**src/rtl/ctrl_74hc165_pkg.sv**
```systemverilog
// Shared constants for the 74HC165 scan controller: FSM encoding and parameter limits.
package hc165_pkg;

   localparam logic [2:0] ST_IDLE     = 3'd0;
   localparam logic [2:0] ST_LOAD     = 3'd1;
   localparam logic [2:0] ST_SHIFT_LO = 3'd2;
   localparam logic [2:0] ST_SHIFT_HI = 3'd3;
   localparam logic [2:0] ST_DONE     = 3'd4;

   typedef enum logic [2:0] {
      IDLE     = ST_IDLE,
      LOAD     = ST_LOAD,
      SHIFT_LO = ST_SHIFT_LO,
      SHIFT_HI = ST_SHIFT_HI,
      DONE     = ST_DONE
   } state_t;

   // Below three cycles per phase the 2-FF synchronizer could sample a stale bit.
   localparam int MIN_CLK_DIV = 3;
   localparam int MIN_DATA_W  = 2;

endpackage

```
**src/rtl/ctrl_74hc165_if.sv**
```systemverilog
// Pin and result bundle of the 74HC165 scan controller; o_changed exists only with CTRL_74HC165_CHG_EN.
interface ctrl_74hc165_if #(
   parameter int DATA_W = 16
);
   logic              i_en;
   logic              i_q7;
   logic              o_pl_n;
   logic              o_cp;
   logic              o_ce_n;
   logic [DATA_W-1:0] o_data;
   logic              o_valid;
`ifdef CTRL_74HC165_CHG_EN
   logic              o_changed;

   modport master (
      input  i_en, i_q7,
      output o_pl_n, o_cp, o_ce_n, o_data, o_valid, o_changed
   );
   modport slave (
      output i_en, i_q7,
      input  o_pl_n, o_cp, o_ce_n, o_data, o_valid, o_changed
   );
`else
   modport master (
      input  i_en, i_q7,
      output o_pl_n, o_cp, o_ce_n, o_data, o_valid
   );
   modport slave (
      output i_en, i_q7,
      input  o_pl_n, o_cp, o_ce_n, o_data, o_valid
   );
`endif
endinterface

```
**src/rtl/ctrl_74hc165_sync_2ff.sv**
```systemverilog
// Single-bit two-flop synchronizer with asynchronous active-high reset.
module sync_2ff (
   input  logic clk,
   input  logic rst,
   input  logic d,
   output logic q
);
   logic meta;

   always_ff @(posedge clk or posedge rst) begin
      if (rst) begin
         meta <= 1'b0;
         q    <= 1'b0;
      end else begin
         meta <= d;
         q    <= meta;
      end
   end
endmodule

```
**src/rtl/ctrl_74hc165.sv**
```systemverilog
// Reader for a 74HC165 PISO chain: loads, clocks DATA_W bits MSB-first and publishes the word with a 1-cycle strobe.
// Optional CTRL_74HC165_CHG_EN adds o_changed, flagging a published word that differs from the previous one.
module ctrl_74hc165
   import hc165_pkg::*;
#(
   parameter int DATA_W  = 16,
   parameter int CLK_DIV = 4
) (
   input  logic           clk,
   input  logic           rst,
   ctrl_74hc165_if.master bus
);
   localparam int PW = $clog2(CLK_DIV);
   localparam int BW = $clog2(DATA_W);
   localparam logic [PW-1:0] PH_LAST = PW'(CLK_DIV - 1);
   localparam logic [BW-1:0] BIT_TOP = BW'(DATA_W - 1);

   generate
      if (CLK_DIV < MIN_CLK_DIV) begin : g_bad_clk_div
         $error("ctrl_74hc165: CLK_DIV below minimum");
      end
      if (DATA_W < MIN_DATA_W) begin : g_bad_data_w
         $error("ctrl_74hc165: DATA_W below minimum");
      end
   endgenerate

   state_t            state_q, state_d;
   logic [PW-1:0]     phase_q, phase_d;
   logic [BW-1:0]     bit_q, bit_d;
   logic [DATA_W-1:0] sr_q, sr_d;
   logic [DATA_W-1:0] data_q;
   logic              publish;
   logic              phase_last;
   logic              q7_s;
   logic              pl_n_q, cp_q, ce_n_q, valid_q;

   sync_2ff u_sync_q7 (
      .clk (clk),
      .rst (rst),
      .d   (bus.i_q7),
      .q   (q7_s)
   );

   assign phase_last = (phase_q == PH_LAST);

   always_ff @(posedge clk or posedge rst) begin
      if (rst) begin
         state_q <= IDLE;
         phase_q <= '0;
         bit_q   <= '0;
         sr_q    <= '0;
      end else begin
         state_q <= state_d;
         phase_q <= phase_d;
         bit_q   <= bit_d;
         sr_q    <= sr_d;
      end
   end

   always_comb begin
      state_d = state_q;
      phase_d = phase_q;
      bit_d   = bit_q;
      sr_d    = sr_q;
      publish = 1'b0;
      case (state_q)
         IDLE: begin
            phase_d = '0;
            if (bus.i_en) state_d = LOAD;
         end
         LOAD: begin
            if (phase_last) begin
               phase_d = '0;
               bit_d   = BIT_TOP;
               state_d = SHIFT_LO;
            end else begin
               phase_d = phase_q + 1'b1;
            end
         end
         SHIFT_LO: begin
            // Sample late in the low phase so q7_s has settled after the last CP rise.
            if (phase_last) begin
               phase_d = '0;
               sr_d    = {sr_q[DATA_W-2:0], q7_s};
               state_d = (bit_q == '0) ? DONE : SHIFT_HI;
            end else begin
               phase_d = phase_q + 1'b1;
            end
         end
         SHIFT_HI: begin
            if (phase_last) begin
               phase_d = '0;
               bit_d   = bit_q - 1'b1;
               state_d = SHIFT_LO;
            end else begin
               phase_d = phase_q + 1'b1;
            end
         end
         DONE: begin
            publish = 1'b1;
            phase_d = '0;
            state_d = bus.i_en ? LOAD : IDLE;
         end
         default: begin
            phase_d = '0;
            state_d = IDLE;
         end
      endcase
   end

   // Pins are decoded from the next state so they are registered yet aligned with the FSM.
   always_ff @(posedge clk or posedge rst) begin
      if (rst) begin
         pl_n_q  <= 1'b1;
         cp_q    <= 1'b0;
         ce_n_q  <= 1'b1;
         valid_q <= 1'b0;
         data_q  <= '0;
      end else begin
         pl_n_q  <= (state_d != LOAD);
         cp_q    <= (state_d == SHIFT_HI);
         ce_n_q  <= (state_d == IDLE);
         valid_q <= publish;
         if (publish) data_q <= sr_q;
      end
   end

`ifdef CTRL_74HC165_CHG_EN
   logic changed_q;

   always_ff @(posedge clk or posedge rst) begin
      if (rst) changed_q <= 1'b0;
      else     changed_q <= publish && (sr_q != data_q);
   end

   assign bus.o_changed = changed_q;
`endif

   assign bus.o_pl_n  = pl_n_q;
   assign bus.o_cp    = cp_q;
   assign bus.o_ce_n  = ce_n_q;
   assign bus.o_valid = valid_q;
   assign bus.o_data  = data_q;

endmodule
```
**src/flat_wrapper.sv**
```systemverilog
// flat-port wrapper written by rule: the top's interface ports become plain ports
module ctrl_74hc165_flat import hc165_pkg::*;
#(
   parameter int DATA_W  = 16,
   parameter int CLK_DIV = 4
)
  (clk, rst, bus_i_en, bus_i_q7, bus_o_pl_n, bus_o_cp, bus_o_ce_n, bus_o_data, bus_o_valid);
  ctrl_74hc165_if #(.DATA_W(DATA_W)) bus_i ();
  input  logic clk;
  input  logic rst;
  input wire logic [$bits(bus_i.i_en)-1:0] bus_i_en;
  input wire logic [$bits(bus_i.i_q7)-1:0] bus_i_q7;
  output wire logic [$bits(bus_i.o_pl_n)-1:0] bus_o_pl_n;
  output wire logic [$bits(bus_i.o_cp)-1:0] bus_o_cp;
  output wire logic [$bits(bus_i.o_ce_n)-1:0] bus_o_ce_n;
  output wire logic [$bits(bus_i.o_data)-1:0] bus_o_data;
  output wire logic [$bits(bus_i.o_valid)-1:0] bus_o_valid;
  assign bus_i.i_en = bus_i_en;
  assign bus_i.i_q7 = bus_i_q7;
  assign bus_o_pl_n = bus_i.o_pl_n;
  assign bus_o_cp = bus_i.o_cp;
  assign bus_o_ce_n = bus_i.o_ce_n;
  assign bus_o_data = bus_i.o_data;
  assign bus_o_valid = bus_i.o_valid;
  ctrl_74hc165 #(.DATA_W(DATA_W), .CLK_DIV(CLK_DIV)) u_core (.clk(clk), .rst(rst), .bus(bus_i));
endmodule
```
**config.mk**
```make
export PLATFORM = sky130hd
export DESIGN_NAME = ctrl_74hc165_flat
export DESIGN_NICKNAME = d
export VERILOG_FILES = /design/src/rtl/ctrl_74hc165_pkg.sv /design/src/rtl/ctrl_74hc165_if.sv /design/src/rtl/ctrl_74hc165_sync_2ff.sv /design/src/rtl/ctrl_74hc165.sv /design/src/flat_wrapper.sv
export SDC_FILE = /design/constraint.sdc
export NUM_CORES = 1
export LEC_CHECK = 0
export BUFFER_PORTS_ARGS = -buffer_cell sky130_fd_sc_hd__buf_2
export CAP_MARGIN = 25
export CORE_MARGIN = 1
export CORE_UTILIZATION = 51
export CTS_BUF_LIST = sky130_fd_sc_hd__clkbuf_4 sky130_fd_sc_hd__clkbuf_8 sky130_fd_sc_hd__clkbuf_16
export CTS_CLUSTER_SIZE = 40
export DETAILED_ROUTE_END_ITERATION = 12
export PLACE_DENSITY = 0.73
export SLEW_MARGIN = 20
export SYNTH_ARGS = -nofsm -noshare
export SYNTH_HDL_FRONTEND = slang
export SYNTH_SLANG_ARGS = --single-unit
```
**constraint.sdc**
```tcl
create_clock -name clk -period 1.5 [get_ports clk]
set_input_delay 0.3 -clock clk [delete_from_list [all_inputs] [get_ports clk]]
set_output_delay 0.3 -clock clk [all_outputs]
set_load 0.03 [all_outputs]
```
* After elaboration in Yosys (flattened, before gate mapping)
Cells that the tools add are included.
** Word-level totals
- Bits in registers :: 47
- Bits of input ports :: 4
- Output and inout bits :: 20
- Logic and storage cells :: 42
** Operators by class
- $add $sub $neg :: 2
- Equal/unequal tests :: 9
- Mux-type cells :: 12
- Reductions and logical operators :: 8
** Operators by type and width (number)
- 3-bit two-way mux :: 4
- 3-bit case mux with 4 select lines :: 1
- 3-bit by 2-bit equality test with 1-bit output, second input constant :: 3
- 4-bit two-way mux :: 2
- 4-bit case mux with 2 select lines :: 1
- 3-bit zero test :: 2
- 4-bit zero test :: 1
- 2-bit two-way mux :: 2
- 2-bit by 1-bit inequality test with 1-bit output, second input constant :: 2
- 4-bit by 1-bit subtractor with 4-bit output, second input constant :: 1
- 3-bit by 1-bit equality test with 1-bit output, second input constant :: 1
- 3-bit equality test, second input constant :: 1
- 3-bit by 1-bit inequality test with 1-bit output, second input constant :: 1
- 3-bit AND reduction :: 1
- 3-bit OR reduction :: 1
- 2-bit by 1-bit adder with 2-bit output, second input constant :: 1
- 2-bit equality test, second input constant :: 1
- 1-bit two-way mux :: 2
- 2-bit AND reduction :: 1
- 2-bit nonzero test :: 1
- 2-bit OR reduction :: 1

* Depth between registers and ports, before layout
- Word-level depth :: 5
- Gate-level depth with buffers :: 6
- Mapped depth without buffers :: 5

* Modules after synthesis
Synthesis repeated with hierarchy kept, for this count alone.
** Second synthesis, totals
- Cells, all modules :: 129
- Area, all modules :: 1933.1 um2
** Modules (own cells, without submodules)
- ctrl_74hc165 :: times used 1, cells each 126, area each 1879.3 um2, seq. area each 1128.6 um2
- sync_2ff :: times used 1, cells each 3, area each 53.8 um2, seq. area each 50.0 um2

* Worst setup path before layout
Ideal clock, no wire load.
- Kind :: register to register
- Start :: register u_core.phase_q[0]
- End :: register u_core.sr_q[0]
- Setup time :: 0.125 ns
- Arrival :: 1.451 ns
- Data required time :: 1.375 ns
- Path slack :: -0.076 ns
- Stages on the path, launching flop included :: 5
- Path buffers :: 1
- Period minus slack after synthesis :: 1.576 ns
- Cell sequence :: dfrtp_1 -> ha_1 -> nor3b_4 -> buf_6 -> mux2_2
** Between the ends
- Cells in the longest elaborated chain, start to end :: 2
** RTL lines
- start: declaration :: RTL line ctrl_74hc165.sv:28 : logic [PW-1:0] phase_q, phase_d;
- start signal: assignment :: RTL line ctrl_74hc165.sv:54 : phase_q <= phase_d;
- 2-bit equality test :: RTL line ctrl_74hc165.sv:44 : assign phase_last = (phase_q == PH_LAST);
- 2-bit AND reduction (no source line)
- end signal: assignment :: RTL line ctrl_74hc165.sv:56 : sr_q <= sr_d;
- end: declaration :: RTL line ctrl_74hc165.sv:30 : logic [DATA_W-1:0] sr_q, sr_d;
No other way between the ends.
A chain may end at the register's enable or synchronous reset.

* Worst setup path after layout
- Start :: register u_core.state_q[2]
- End :: register u_core.sr_q[15]
** Between the ends
- Cells in the longest elaborated chain, start to end :: 2
** RTL lines
- start: declaration :: RTL line ctrl_74hc165.sv:27 : state_t state_q, state_d;
- start signal: assignment :: RTL line ctrl_74hc165.sv:53 : state_q <= state_d;
- 3-bit by 2-bit equality test with 1-bit output :: RTL line ctrl_74hc165.sv:66 : case (state_q)
- 2-bit AND reduction (no source line)
No other way between the ends.

==> results_dict.tcl <==
set metrics [dict create \
    worst_pin_slew_ps 285.9 \
    fin_crit_ps 1449 \
    outcome "complete, no violations" \
    path_depth 4 \
    port_buffers 23 \
    critPathRequiredTime_ps 1680 \
    hold_ws_ps 109.3 \
    area_delta_synth_final_pct 16.09 \
    setup_tns_ps 0 \
    cts_tree "yes" \
    synth_top_area_share_pct 58.63 \
    final_max_slew_viol_count 0 \
    vias 1079 \
    clk_path_buf_depth 2 \
    fin_nets 162 \
    ys_ff_latch 47 \
    design.die.area_sq_mm 0.004015 \
    initial_utilization_pct 55.38 \
    synth.largest_area_cell "dfrtp_1" \
    drt_iter0_drc 66 \
    drc_errors 0 \
    peakVddDrop_mv 0.7001 \
    synthesis.nets 130 \
    synth_cell_types 35 \
    cpMaxStageDelayCell "dfrtp_1" \
    fin_crit_sh_pct 96.57 \
    dp_hpwl_mm 2.115 \
    synth_common_cells "dfrtp_1 (45), mux2_2 (23), mux2_4 (9)" \
    reg2reg_from "u_core.state_q[2]$_DFF_PP0_" \
    drive_gt1_share_pct 50.96 \
    reg2reg_depth 4 \
    synth_cells 124 \
    r2r_end "u_core.sr_q[15]$_DFFE_PP0P_" \
    track_usage_pct 18.25 \
    cts_buffers 5 \
    rows 21 \
    crit_path_start "u_core.state_q[2]$_DFF_PP0_" \
    start_kind "flip-flop" \
    syn_area_sq_mm 0.001921 \
    synth_flop_cell "dfrtp_1" \
    clk_latency_ps 290 \
    viasPerCell 5.315 \
    crit_arrival_ps 1630 \
    clk_pin_slew_ps 80 \
    wl_per_cell_um 14.77 \
    worstHoldStart "bus_i_q7" \
    core_area_sq_mm 0.003468 \
    maxSlewHeadroom_pct 80.91 \
    setup_viol 0 \
    synth.yosys.seq_area_share_pct 61.37 \
    cp_max_fo 16 \
    finalClockSkew_ps 5.741 \
    clock_tree.htree_level_count 2 \
    overflow 0 \
    r2r_slack_ps 50 \
    rsz0062_at_grt "no" \
    die_w_um 63.37 \
    crit_type "flip-flop to flip-flop" \
    cap_violations 0 \
    grt_antenna_before_repair 0 \
    synthTopCellsByArea "dfrtp_1 (59%), mux2_2 (13%), mux2_4 (7.0%)" \
    endpoint "u_core.sr_q[15]$_DFFE_PP0P_" \
    totalWireLength_mm 2.998 \
    diodes 0 \
    powerDensity_mw_per_mm2 965.6 \
    yosysMostFrequentCell "dfrtp_1" \
    ios 24 \
    cts_setup_buffers 0 \
    endpoint_kind "flip-flop" \
    synth_edf_count 0 \
    hold_depth 1 \
    cpLargestDelayFamily "flip-flops" \
    place.gp.congestion 0.8216 \
    die_h_um 63.37 \
    cts_root_buf "clkbuf_8" \
    yosys_warnings 0 \
    hold_violations 0 \
    dr.pass1.iters 4 \
    hp-class "input pin to flip-flop" \
    fmax_mhz 690.3 \
    max_stage_delay_ps 410 \
    leakage_nw 1.093 \
    ant_nets 0 \
    grt_max_degree 36 \
    postSynthAreaPerCell_sq_um 15.49 \
    clock_sinks 47 \
    grt_pass1_vias 1160 \
    grt_pass1_wl_mm 5.478 \
    worstPathCellList "nand2b_4 > nor3b_4 > buf_12 > mux2_2" \
    timing.critical_path.buf_inv 1 \
    async_reset_ff_share_pct 100.0 \
]
-- placed cells by master, fill, tap and decap left out, types with 2 or more instances in the layout --
cell and n:
nor2_1 2, clkbuf_8 7, buf_12 2, mux2_4 9, dfrtp_1 45, dfstp_2 2
buf_2 23, nor3_1 2, o31ai_1 2, nand2_1 2, inv_1 2, buf_4 5
mux2_2 23, a21oi_1 5
-- state kept, by name, indices dropped and copies added, names as in the netlist --
name / count
u_core.bit_q: 4
u_core.bus.o_ce_n: 1
u_core.bus.o_cp: 1
u_core.bus.o_data: 16
u_core.bus.o_pl_n: 1
u_core.bus.o_valid: 1
u_core.phase_q: 2
u_core.sr_q: 16
u_core.state_q: 3
u_core.u_sync_q7.meta: 1
u_core.u_sync_q7.q: 1
-- layout make-up --
| cell class | count | area [sq um] |
|---|---|---|
| sequential | 47 | 1179 |
| inverter | 3 | 11.26 |
| timing repair buffer | 31 | 202.7 |
| clock buffer | 7 | 96.34 |
| fill | 287 | 1239 |
| multi-input combinational | 68 | 675.6 |
| clock inverter | 1 | 7.507 |
| tap | 46 | 57.56 |
-- cells by family after synthesis --
| logic type | Yosys count | synth area share [%] |
|---|---|---|
| fa+ha+maj | 2 | 1.303 |
| simple gates | 21 | 8.145 |
| mux | 32 | 20.52 |
| buf+inv | 9 | 4.169 |
| compound gates | 13 | 4.495 |
| flops | 47 | 61.37 |
-- worst min-delay path by stage --
stage | slack, ps | end
2_1_floorplan | 330 | u_core.u_sync_q7.q$_DFF_PP0_
3_3_place_gp | 260 | u_core.bit_q[2]$_DFFE_PP0P_
3_5_place_dp | 260 | u_core.bit_q[2]$_DFFE_PP0P_
4_1_cts | 100 | u_core.u_sync_q7.meta$_DFF_PP0_
5_1_grt | 80 | u_core.u_sync_q7.meta$_DFF_PP0_
6_report | 110 | u_core.u_sync_q7.meta$_DFF_PP0_
-- worst register-to-register path: stages (launching register included) --
cell	delay, ps
dfrtp_1	410
nand2b_4	180
nor3b_4	220
buf_12	180
mux2_2	340
-- report_power, final --
part / internal, mW / leakage (nW) / switching [mW]
Combinational: 0.0166 / 0.441 / 0.0273
Clock: 0.419 / 0.0505 / 0.406
Sequential: 1.28 / 0.601 / 0.00715
Total: 1.71 / 1.09 / 0.440
-- routing by layer --
layer / wire, um / GRT usage, % / share of wire (%)
met1: 1326 / 22.76 / 44
met2: 1539 / 28.59 / 51
met3: 114 / 7.246 / 3.8
met4: 18 / 6.534 / 0.60
met5: 0 / 0 / 0
-- through the flow --
stage | setup slack (ps) | util (%) | cell area (sq um) | std cells | power (mW)
2_1_floorplan | -24.10 | - | 1933 | 124 | 1.333
6_report | 51.40 | 64.29 | 2230 | 203 | 2.153
3_5_place_dp | 67.34 | 60.97 | 2115 | 194 | 1.354
5_1_grt | 12.38 | 64.29 | 2230 | 203 | 2.255
4_1_cts | 47.92 | 64.25 | 2228 | 203 | 2.182
3_3_place_gp | 133.4 | 60.97 | 2115 | 194 | 1.351
-- timing repair --
action,CTS,global route
endpoints found under the hold margin,10,0
resized for setup,0,1
hold buffers,1,0
setup endpoints to repair,0,1
No activity file was read; power rests on OpenSTA's default activity.
